**config.mk**
```make
export PLATFORM = sky130hd
export DESIGN_NAME = uart_cmd_ctrl
export DESIGN_NICKNAME = d
export VERILOG_FILES = /design/src/rtl/uart_cmd_ctrl_pkg.sv /design/src/rtl/uart_cmd_ctrl_timeout.sv /design/src/rtl/uart_cmd_ctrl.sv
export SDC_FILE = /design/constraint.sdc
export NUM_CORES = 1
export LEC_CHECK = 0
export CORE_MARGIN = 1.5
export CORE_UTILIZATION = 49
export CTS_BUF_LIST = sky130_fd_sc_hd__clkbuf_8
export CTS_CLUSTER_DIAMETER = 60
export DETAILED_ROUTE_END_ITERATION = 7
export GPL_TIMING_DRIVEN = 0
export PLACE_DENSITY = 0.78
export SKIP_LAST_GASP = 1
export SLEW_MARGIN = 30
export SYNTH_ARGS = -nofsm -noshare
export SYNTH_HDL_FRONTEND = slang
export SYNTH_SLANG_ARGS = --single-unit
```
**constraint.sdc**
```tcl
create_clock -name CLK_SYS -period 1.55 [get_ports CLK_SYS]
set_input_delay 0.3875 -clock CLK_SYS [delete_from_list [all_inputs] [get_ports CLK_SYS]]
set_output_delay 0.3875 -clock CLK_SYS [all_outputs]
set_load 0.02 [all_outputs]
```
**src/rtl/uart_cmd_ctrl_pkg.sv**
```systemverilog
// Shared definitions for the UART command controller: FSM encodings, default response bytes
// and the command-byte field helper.
package uart_cmd_ctrl_pkg;

    localparam logic [2:0] ST_IDLE    = 3'd0;
    localparam logic [2:0] ST_DATA    = 3'd1;
    localparam logic [2:0] ST_BUS     = 3'd2;
    localparam logic [2:0] ST_RD      = 3'd3;
    localparam logic [2:0] ST_TX_REQ  = 3'd4;
    localparam logic [2:0] ST_TX_WAIT = 3'd5;

    typedef enum logic [2:0] {
        S_IDLE    = ST_IDLE,
        S_DATA    = ST_DATA,
        S_BUS     = ST_BUS,
        S_RD      = ST_RD,
        S_TX_REQ  = ST_TX_REQ,
        S_TX_WAIT = ST_TX_WAIT
    } state_t;

    localparam logic [7:0] ACK_DEF = 8'hA5;
    localparam logic [7:0] NAK_DEF = 8'h5A;

    // The RW flag is the command MSB; the reserved field sits between it and the address.
    function automatic int cmd_rw_bit(input int bitwidth);
        return bitwidth - 32'sd1;
    endfunction

    function automatic logic cmd_rsv_is_zero(input logic [31:0] cmd, input int rsv_msb,
                                             input int rsv_lsb);
        logic ok;
        ok = 1'b1;
        for (int i = 0; i < 32; i++) begin
            if ((i >= rsv_lsb) && (i <= rsv_msb) && cmd[i]) begin
                ok = 1'b0;
            end else begin
                ok = ok;
            end
        end
        return ok;
    endfunction

endpackage

```
**src/rtl/uart_cmd_ctrl_timeout.sv**
```systemverilog
// Loadable saturating cycle counter; o_done flags that TIMEOUT-1 has been reached.
module uart_cmd_timeout
    import uart_cmd_ctrl_pkg::*;
#(
    parameter int TIMEOUT = 1000000
) (
    input  logic CLK_SYS,
    input  logic RSTN,
    input  logic i_clr,
    input  logic i_en,
    output logic o_done
);

    localparam int CW = (TIMEOUT > 2) ? $clog2(TIMEOUT) : 1;
    localparam logic [CW-1:0] LIMIT = CW'(TIMEOUT - 1);

    logic [CW-1:0] r_cnt;

    // Count while enabled, hold at the limit so o_done stays asserted
    always_ff @(posedge CLK_SYS) begin
        if (!RSTN) begin
            r_cnt <= '0;
        end else if (i_clr) begin
            r_cnt <= '0;
        end else if (i_en && (r_cnt != LIMIT)) begin
            r_cnt <= r_cnt + CW'(1);
        end else begin
            r_cnt <= r_cnt;
        end
    end

    assign o_done = (r_cnt == LIMIT);

endmodule

```
**src/rtl/uart_cmd_ctrl.sv**
```systemverilog
// Command-side controller: turns 1-2 byte UART frames into register bus accesses and
// returns one response byte through the PHY.
module uart_cmd_ctrl
    import uart_cmd_ctrl_pkg::*;
#(
    parameter int                     BITWIDTH   = 8,
    parameter int                     ADDR_WIDTH = 4,
    parameter int                     TIMEOUT    = 1000000,
    parameter logic [BITWIDTH-1:0]    ACK        = BITWIDTH'(ACK_DEF),
    parameter logic [BITWIDTH-1:0]    NAK        = BITWIDTH'(NAK_DEF)
) (
    input  logic                  CLK_SYS,
    input  logic                  RSTN,
    input  logic                  UART_RDY,
    input  logic [BITWIDTH-1:0]   UART_DOUT,
    output logic                  UART_START_FLAG,
    output logic [BITWIDTH-1:0]   UART_DIN,
    output logic [ADDR_WIDTH-1:0] REG_ADDR,
    output logic [BITWIDTH-1:0]   REG_WDATA,
    output logic                  REG_WE,
    output logic                  REG_RE,
    input  logic [BITWIDTH-1:0]   REG_RDATA,
    output logic                  ERR_TIMEOUT,
    output logic                  BUSY
);

    localparam int RW_BIT = cmd_rw_bit(BITWIDTH);

    state_t                r_state;
    logic                  r_rdy_q;
    logic                  r_own_tx;
    logic                  r_is_wr;
    logic [BITWIDTH-1:0]   r_tx_byte;
    logic                  r_start;
    logic [BITWIDTH-1:0]   r_din;
    logic [ADDR_WIDTH-1:0] r_addr;
    logic [BITWIDTH-1:0]   r_wdata;
    logic                  r_we;
    logic                  r_re;
    logic                  r_err;

    logic w_rdy_rise;
    logic w_rx_evt;
    logic w_cmd_wr;
    logic w_cmd_ok;
    logic w_tmo_done;

    assign w_rdy_rise = UART_RDY & ~r_rdy_q;
    // The frame ending our own transmit is the PHY echo, not a command
    assign w_rx_evt   = w_rdy_rise & ~r_own_tx;
    assign w_cmd_wr   = UART_DOUT[RW_BIT];
    assign w_cmd_ok   = cmd_rsv_is_zero(32'(UART_DOUT), BITWIDTH - 2, ADDR_WIDTH);

    uart_cmd_timeout #(
        .TIMEOUT (TIMEOUT)
    ) u_timeout (
        .CLK_SYS (CLK_SYS),
        .RSTN    (RSTN),
        .i_clr   (r_state != S_DATA),
        .i_en    (r_state == S_DATA),
        .o_done  (w_tmo_done)
    );

    // Frame FSM with RDY edge tracking and registered bus/PHY outputs
    always_ff @(posedge CLK_SYS) begin
        if (!RSTN) begin
            r_state   <= S_IDLE;
            r_rdy_q   <= 1'b0;
            r_own_tx  <= 1'b0;
            r_is_wr   <= 1'b0;
            r_tx_byte <= '0;
            r_start   <= 1'b0;
            r_din     <= '0;
            r_addr    <= '0;
            r_wdata   <= '0;
            r_we      <= 1'b0;
            r_re      <= 1'b0;
            r_err     <= 1'b0;
        end else begin
            r_rdy_q <= UART_RDY;
            r_start <= 1'b0;
            r_we    <= 1'b0;
            r_re    <= 1'b0;
            r_err   <= 1'b0;
            if (w_rdy_rise) begin
                r_own_tx <= 1'b0;
            end else begin
                r_own_tx <= r_own_tx;
            end
            case (r_state)
                S_IDLE: begin
                    if (w_rx_evt && !w_cmd_ok) begin
                        r_tx_byte <= NAK;
                        r_state   <= S_TX_REQ;
                    end else if (w_rx_evt) begin
                        r_addr  <= UART_DOUT[ADDR_WIDTH-1:0];
                        r_is_wr <= w_cmd_wr;
                        r_state <= w_cmd_wr ? S_DATA : S_BUS;
                    end else begin
                        r_state <= S_IDLE;
                    end
                end
                S_DATA: begin
                    if (w_rx_evt) begin
                        r_wdata <= UART_DOUT;
                        r_state <= S_BUS;
                    end else if (w_tmo_done) begin
                        r_err   <= 1'b1;
                        r_state <= S_IDLE;
                    end else begin
                        r_state <= S_DATA;
                    end
                end
                S_BUS: begin
                    if (r_is_wr) begin
                        r_we      <= 1'b1;
                        r_tx_byte <= ACK;
                        r_state   <= S_TX_REQ;
                    end else begin
                        r_re    <= 1'b1;
                        r_state <= S_RD;
                    end
                end
                S_RD: begin
                    r_tx_byte <= REG_RDATA;
                    r_state   <= S_TX_REQ;
                end
                S_TX_REQ: begin
                    if (UART_RDY) begin
                        r_din    <= r_tx_byte;
                        r_start  <= 1'b1;
                        r_own_tx <= 1'b1;
                        r_state  <= S_TX_WAIT;
                    end else begin
                        r_state <= S_TX_REQ;
                    end
                end
                S_TX_WAIT: begin
                    if (w_rdy_rise) begin
                        r_state <= S_IDLE;
                    end else begin
                        r_state <= S_TX_WAIT;
                    end
                end
                default: begin
                    r_state <= S_IDLE;
                end
            endcase
        end
    end

    assign UART_START_FLAG = r_start;
    assign UART_DIN        = r_din;
    assign REG_ADDR        = r_addr;
    assign REG_WDATA       = r_wdata;
    assign REG_WE          = r_we;
    assign REG_RE          = r_re;
    assign ERR_TIMEOUT     = r_err;
    assign BUSY            = (r_state != S_IDLE);

endmodule

```
=== Word level (Yosys, flattened, before mapping) ===
Index checks and enable logic that the tools add are counted.

* Input bits: 19
* Logic and storage cells: 67
* Register bits: 58
* Output and inout port bits: 25

* Add/subtract/negate cells: 1
* Mux-type cells: 22
* Equal/unequal tests: 10
* Bitwise operators: 7
* Reduce and logical (&&, ||, !) cells: 14

{| class="wikitable"
|+ Operators with widths
! operator !! count
|-
| case mux 8 bit (3 select lines) || 1
|-
| adder 20 x 1 -> 20 bit (second input constant) || 1
|-
| == test 20 bit (second input constant) || 1
|-
| inequality test 20 bit (second input constant) || 1
|-
| case mux 3 bit (6 select lines) || 1
|-
| 2-to-1 mux 8 bit || 2
|-
| 2-to-1 mux 1 bit || 12
|-
| 2-to-1 mux 3 bit || 3
|-
| AND reduction 2 bit || 4
|-
| == test 3 x 2 -> 1 bit (second input constant) || 2
|-
| == test 3 bit (second input constant) || 2
|-
| 2-to-1 mux 2 bit || 3
|-
| AND reduction 3 bit || 2
|-
| nonzero test 3 bit || 2
|-
| NOT 1 bit || 5
|-
| inequality test 2 bit (second input constant) || 2
|-
| == test 3 x 1 -> 1 bit (second input constant) || 1
|-
| logical NOT 3 bit || 1
|-
| inequality test 3 x 1 -> 1 bit (second input constant) || 1
|-
| OR reduction 3 bit || 1
|-
| AND 1 bit || 2
|-
| logical AND 1 bit || 2
|-
| OR reduction 2 bit || 1
|-
| logical NOT 1 bit || 1
|}

=== Logic depth before layout (Yosys ltp) ===
* Depth after elaboration: 7
* Depth in mapped cells: 6
* Mapped depth without buffers: 4

=== By module ===
A second synthesis with hierarchy kept.

* Cells, all modules: 310
* Area, all modules: 2,703.8 um^2

{| class="wikitable"
|+ Modules (own cells, without submodules)
! module !! cells an instance !! area each (um^2) !! sequential area each (um^2) !! instances
|-
| uart_cmd_ctrl || 179 || 1,599.0 || 760.7 || 1
|-
| uart_cmd_timeout || 131 || 1,104.8 || 400.4 || 1
|}

=== Worst setup path after synthesis ===
OpenSTA, ideal clock, no wires.

* Kind: flip-flop to flip-flop
* Start point: register r_state[2]
* End point: register r_tx_byte[3]
* Stages on the path, launching flop included: 6
* Setup time: 116 ps
* Clock period less this slack: 1,591 ps
* Slack: -41 ps
* Arrival: 1,475 ps
* Required time: 1,434 ps
* Path buffers: 1
* Path through: dfxtp_1 -> or3_1 -> buf_2 -> o32ai_4 -> nand2_1 -> o211a_1

* Word-level cells in the longest chain between the ends: 3
* Elaborated cells on any way between the ends: 8
* Classes of those cells: eq/ne (4); mux (1); reduce/logical (3)

{| class="wikitable"
|+ Ends and longest elaborated chain
! what !! line !! source
|-
| start, declared || uart_cmd_ctrl.sv:29 || <nowiki>state_t r_state;</nowiki>
|-
| start signal, assigned || uart_cmd_ctrl.sv:98 || <nowiki>r_state <= w_cmd_wr ? S_DATA : S_BUS;</nowiki>
|-
| == test 3 x 2 -> 1 bit / logical NOT 3 bit (equally long branches) || uart_cmd_ctrl.sv:90 || <nowiki>case (r_state)</nowiki>
|-
| inequality test 2 bit (no source line) / nonzero test 3 bit (equally long branches) || - ||
|-
| AND reduction 3 bit (no source line) || - ||
|-
| end signal, assigned || uart_cmd_ctrl.sv:93 || <nowiki>r_tx_byte <= NAK;</nowiki>
|-
| end signal, assigned || uart_cmd_ctrl.sv:117 || <nowiki>r_tx_byte <= ACK;</nowiki>
|-
| end signal, assigned || uart_cmd_ctrl.sv:125 || <nowiki>r_tx_byte <= REG_RDATA;</nowiki>
|-
| end, declared || uart_cmd_ctrl.sv:33 || <nowiki>logic [BITWIDTH-1:0] r_tx_byte;</nowiki>
|}

Parallel ways exist; a longest one is shown, timed or not.
A chain may end at the register's enable or synchronous reset.

=== Worst setup path after layout ===
* Start point: register r_state[0]
* End point: output port BUSY

* Word-level cells in the longest chain between the ends: 1

{| class="wikitable"
|+ Ends and longest elaborated chain
! what !! line !! source
|-
| nonzero test 3 bit || uart_cmd_ctrl.sv:159 || <nowiki>assign BUSY = (r_state != S_IDLE);</nowiki>
|-
| end, declared || uart_cmd_ctrl.sv:24 || <nowiki>output logic BUSY</nowiki>
|}

Every way passes these cells.

==> run metrics <==
power per cell area=a little over 900 nW/µm²; Yosys Warn Count=0; Finish-stage setup viols=4; CTS H-Tree Depth=3; portion of the post-synthesis area used by sequential elements=0.450; startpoint of the most critical hold path=UART_RDY; number of iterations in the first detailed-routing pass=4; first-pass GRT wire length=between 9000 and 10,000 µm; fraction of synthesized cell area taken by the top area cell type=0.450; share of power burned in the clock network=0.418; number of flops mapped to enable cells by yosys=0; Worst Hold Class=in2reg; setup clock skew after layout=0.00803 ns; Filler cells=between 300 and 400; flip-flop and latch count after synthesis=between 50 and 60; number of antenna violations at the first check in global routing=0; Netlist Area Pre-Place=approximately 2600 µm²; TritonCTS sink count=slightly below 60; post-cts hold buffer count=0; Final period util=1.06; worst endpoint data arrival time=~1.3 ns; top achievable clock speed=slightly above 600 MHz; Int Power=about 2.6 mW; worst-case hold path end point=r_rdy_q; global routing usage summed across all routing layers=0.229; post-synthesis average cell area=9.01 µm²; via count of the first global-routing pass=roughly 2,200; DIE WIDTH=75.5 µm; largest fanout on the critical path=4; Initial Utilization=0.508; Die Y-Extent=75.5 µm; routed len/inst=between 15 and 20 µm; layout cells sized above 1=0.259; Synth Flop Type=sky130_fd_sc_hd__dfxtp_1; Net Switching=about 0.85 mW; Sw Ratio=0.249; clock latency on the worst-skew pair=~0.33 ns; worst reg2reg path startpoint=r_state[1]; worst slew margin relative to its limit=0.688; number of instances in the synthesized netlist=between 200 and 300; data required time at the worst endpoint=around 1.2 ns; DR iter-0 viols=197; Period minus WS final=~1.6 ns; max-cap viol count=0; minimum setup slack after placement=-0.741 ns; outcome=finished, violations left; clock-pin slew on the worst setup and hold paths=~0.06 ns; detailed placement HPWL=~4000 µm; number of buffers created by CTS=9; most common library cell in the layout ignoring fill and taps=sky130_fd_sc_hd__nand2_1; combinational power share=0.123; final antenna diode count=0; reg-to-reg critical path endpoint=u_timeout.r_cnt[7]; Final #Nets=between 300 and 400; signed area change from the synthesized netlist to the final layout=41.9%; site row count=26; launching element type of the critical path=flip-flop; clk buf depth=2; total congestion overflow=0; post-synth top area cell=sky130_fd_sc_hd__dfxtp_1; setup repair after global routing missed its margin=true; register share of total power=0.459; placer congestion estimate=about 0.86; number of cell instances on the worst register-to-register path=5; leading cell types by total area after synthesis=sky130_fd_sc_hd__dfxtp_1 45%, sky130_fd_sc_hd__nand2_1 7.0%, sky130_fd_sc_hd__a21boi_0 5.2%; largest net degree at the start of global routing=11; Total Wirelength=6530 µm; critical setup path kind=reg2out; top library cells by usage in the layout, fill and taps aside=46 x sky130_fd_sc_hd__nand2_1, 43 x sky130_fd_sc_hd__dfxtp_1, 24 x sky130_fd_sc_hd__dlygate4sd2_1; worst hold margin=~0.37 ns; Die ar.=about 5700 µm²; ys async rst share=0; cell count of the worst hold path=2; number of I/O pins=between 40 and 50; Slew Viols, Final=0; type of destination of the critical path=primary output; Final Total Pwr=between 3 and 4 mW; final worst slack=-0.0957 ns; number of nets with antenna violations after routing=0; Post-Syn Nets=between 300 and 400; DRC violations left=0; number of library cell types mapped by synthesis=46; vias per inst=~5.6; number of hold violations in the final report=0; Max VDD drop=0.687 mV; worst setup slack for register-to-register paths=-0.01 ns; TritonCTS clock tree=built; slew at the pin closest to its max-slew limit=between 0.4 and 0.5 ns; total via count after detailed routing=2,436; Placeable Area=just over 5000 µm²; count of port buffers added during placement=43; root buffer cell=sky130_fd_sc_hd__clkbuf_8; violations in the final reports=negative setup slack; cell leakage power=approximately 1.4 nW
## Yosys cell counts (4+ instances only)
| master | count |
|---|---|
| sky130_fd_sc_hd__dfxtp_1 | 58 |
| sky130_fd_sc_hd__nand2_1 | 48 |
| sky130_fd_sc_hd__a21oi_1 | 20 |
| sky130_fd_sc_hd__a21boi_0 | 18 |
| sky130_fd_sc_hd__o21ai_0 | 14 |
| sky130_fd_sc_hd__nand3_1 | 13 |
| sky130_fd_sc_hd__mux2i_1 | 10 |
| sky130_fd_sc_hd__or3_1 | 8 |
| sky130_fd_sc_hd__nor2b_1 | 7 |
| sky130_fd_sc_hd__and2_1 | 6 |
| sky130_fd_sc_hd__clkbuf_1 | 6 |
| sky130_fd_sc_hd__nand2b_1 | 6 |
| sky130_fd_sc_hd__buf_2 | 5 |
| sky130_fd_sc_hd__nand4_1 | 5 |
| sky130_fd_sc_hd__nor2_1 | 5 |
| sky130_fd_sc_hd__nor3_1 | 5 |
| sky130_fd_sc_hd__and4_1 | 4 |
| sky130_fd_sc_hd__inv_1 | 4 |
## registers in the layout, summed over array words and instances, names as in the netlist
register	count
ERR_TIMEOUT	1
r_is_wr	1
REG_WE	1
r_rdy_q	1
REG_WDATA	8
UART_START_FLAG	1
u_timeout.r_cnt	20
UART_DIN	8
REG_RE	1
r_tx_byte	8
r_own_tx	1
REG_ADDR	4
r_state	3
## final cells by class
cell class                      instances  area [µm²]  share of cell area
Clock buffer                           11         151              0.0414
Clock inverter                          5        52.6              0.0144
Inverter                                4        15.0             0.00411
Buffer                                 12        90.1              0.0246
Tap cell                               70        87.6              0.0239
Timing Repair Buffer                   63         588               0.161
Multi-Input combinational cell        210        1480               0.404
Sequential cell                        58        1190               0.327
## how the worst max path moves through the flow
stage / from / endpoint / cells after the start
floorplan: r_state[0] / r_tx_byte[3] / 5
global placement: UART_RDY / r_state[1] / 6
detailed placement: UART_RDY / r_tx_byte[4] / 5
CTS: r_state[0] / BUSY / 2
global route: r_state[0] / BUSY / 2
finish: r_state[0] / BUSY / 2
## power by group through the flow
stage          clock, mW  combinational [mW]  sequential (mW)
2_1_floorplan          0               0.212             1.61
3_3_place_gp           0               0.359             1.60
3_5_place_dp           0               0.362             1.60
4_1_cts             1.44               0.380             1.57
5_1_grt             1.51               0.450             1.57
6_report            1.43               0.421             1.56
## routing by layer
layer / wire length [µm] / vias to the layer above / GRT usage
li1: - / 1176 / -
met4: 116 / 0 / 0.119
met2: 3180 / 64 / 0.362
met5: 0 / - / 0
met3: 241 / 11 / 0.0410
met1: 2990 / 1185 / 0.300
## worst max-delay path: stages, from the launching register on
cell	delay (ns)
sky130_fd_sc_hd__dfxtp_4	0.36
sky130_fd_sc_hd__or3_4	0.42
sky130_fd_sc_hd__buf_6	0.15
## metrics by stage
step,TNS (ns),area [µm²],instances,util
global route,-0.846,3660,433,0.721
global placement,-22.16,3100,399,0.611
finish,-0.108,3660,433,0.721
detailed placement,-23.41,3100,399,0.611
floorplan,0,2580,286,-
CTS,-0.0950,3430,419,0.676
## logic make-up after synthesis
group,count (synthesis),synth area share
adder cells (fa/ha/maj),1,0.00485
AND/OR/NAND/NOR,127,0.274
multiplexers,10,0.0388
XOR/XNOR,1,0.00340
flip-flops,58,0.450
buffers and inverters,18,0.0320
AO/OA/AOI/OAI,71,0.196
## timing repair
action | 4_1_cts | 5_1_grt
pin swaps | 5 | 12
cloned | 0 | 1
resized for setup | 66 | 37
setup buffers | 6 | 13
setup endpoints to repair | 78 | 36
hold endpoints to repair | 0 | 0
(Power assumes the default switching activity.)
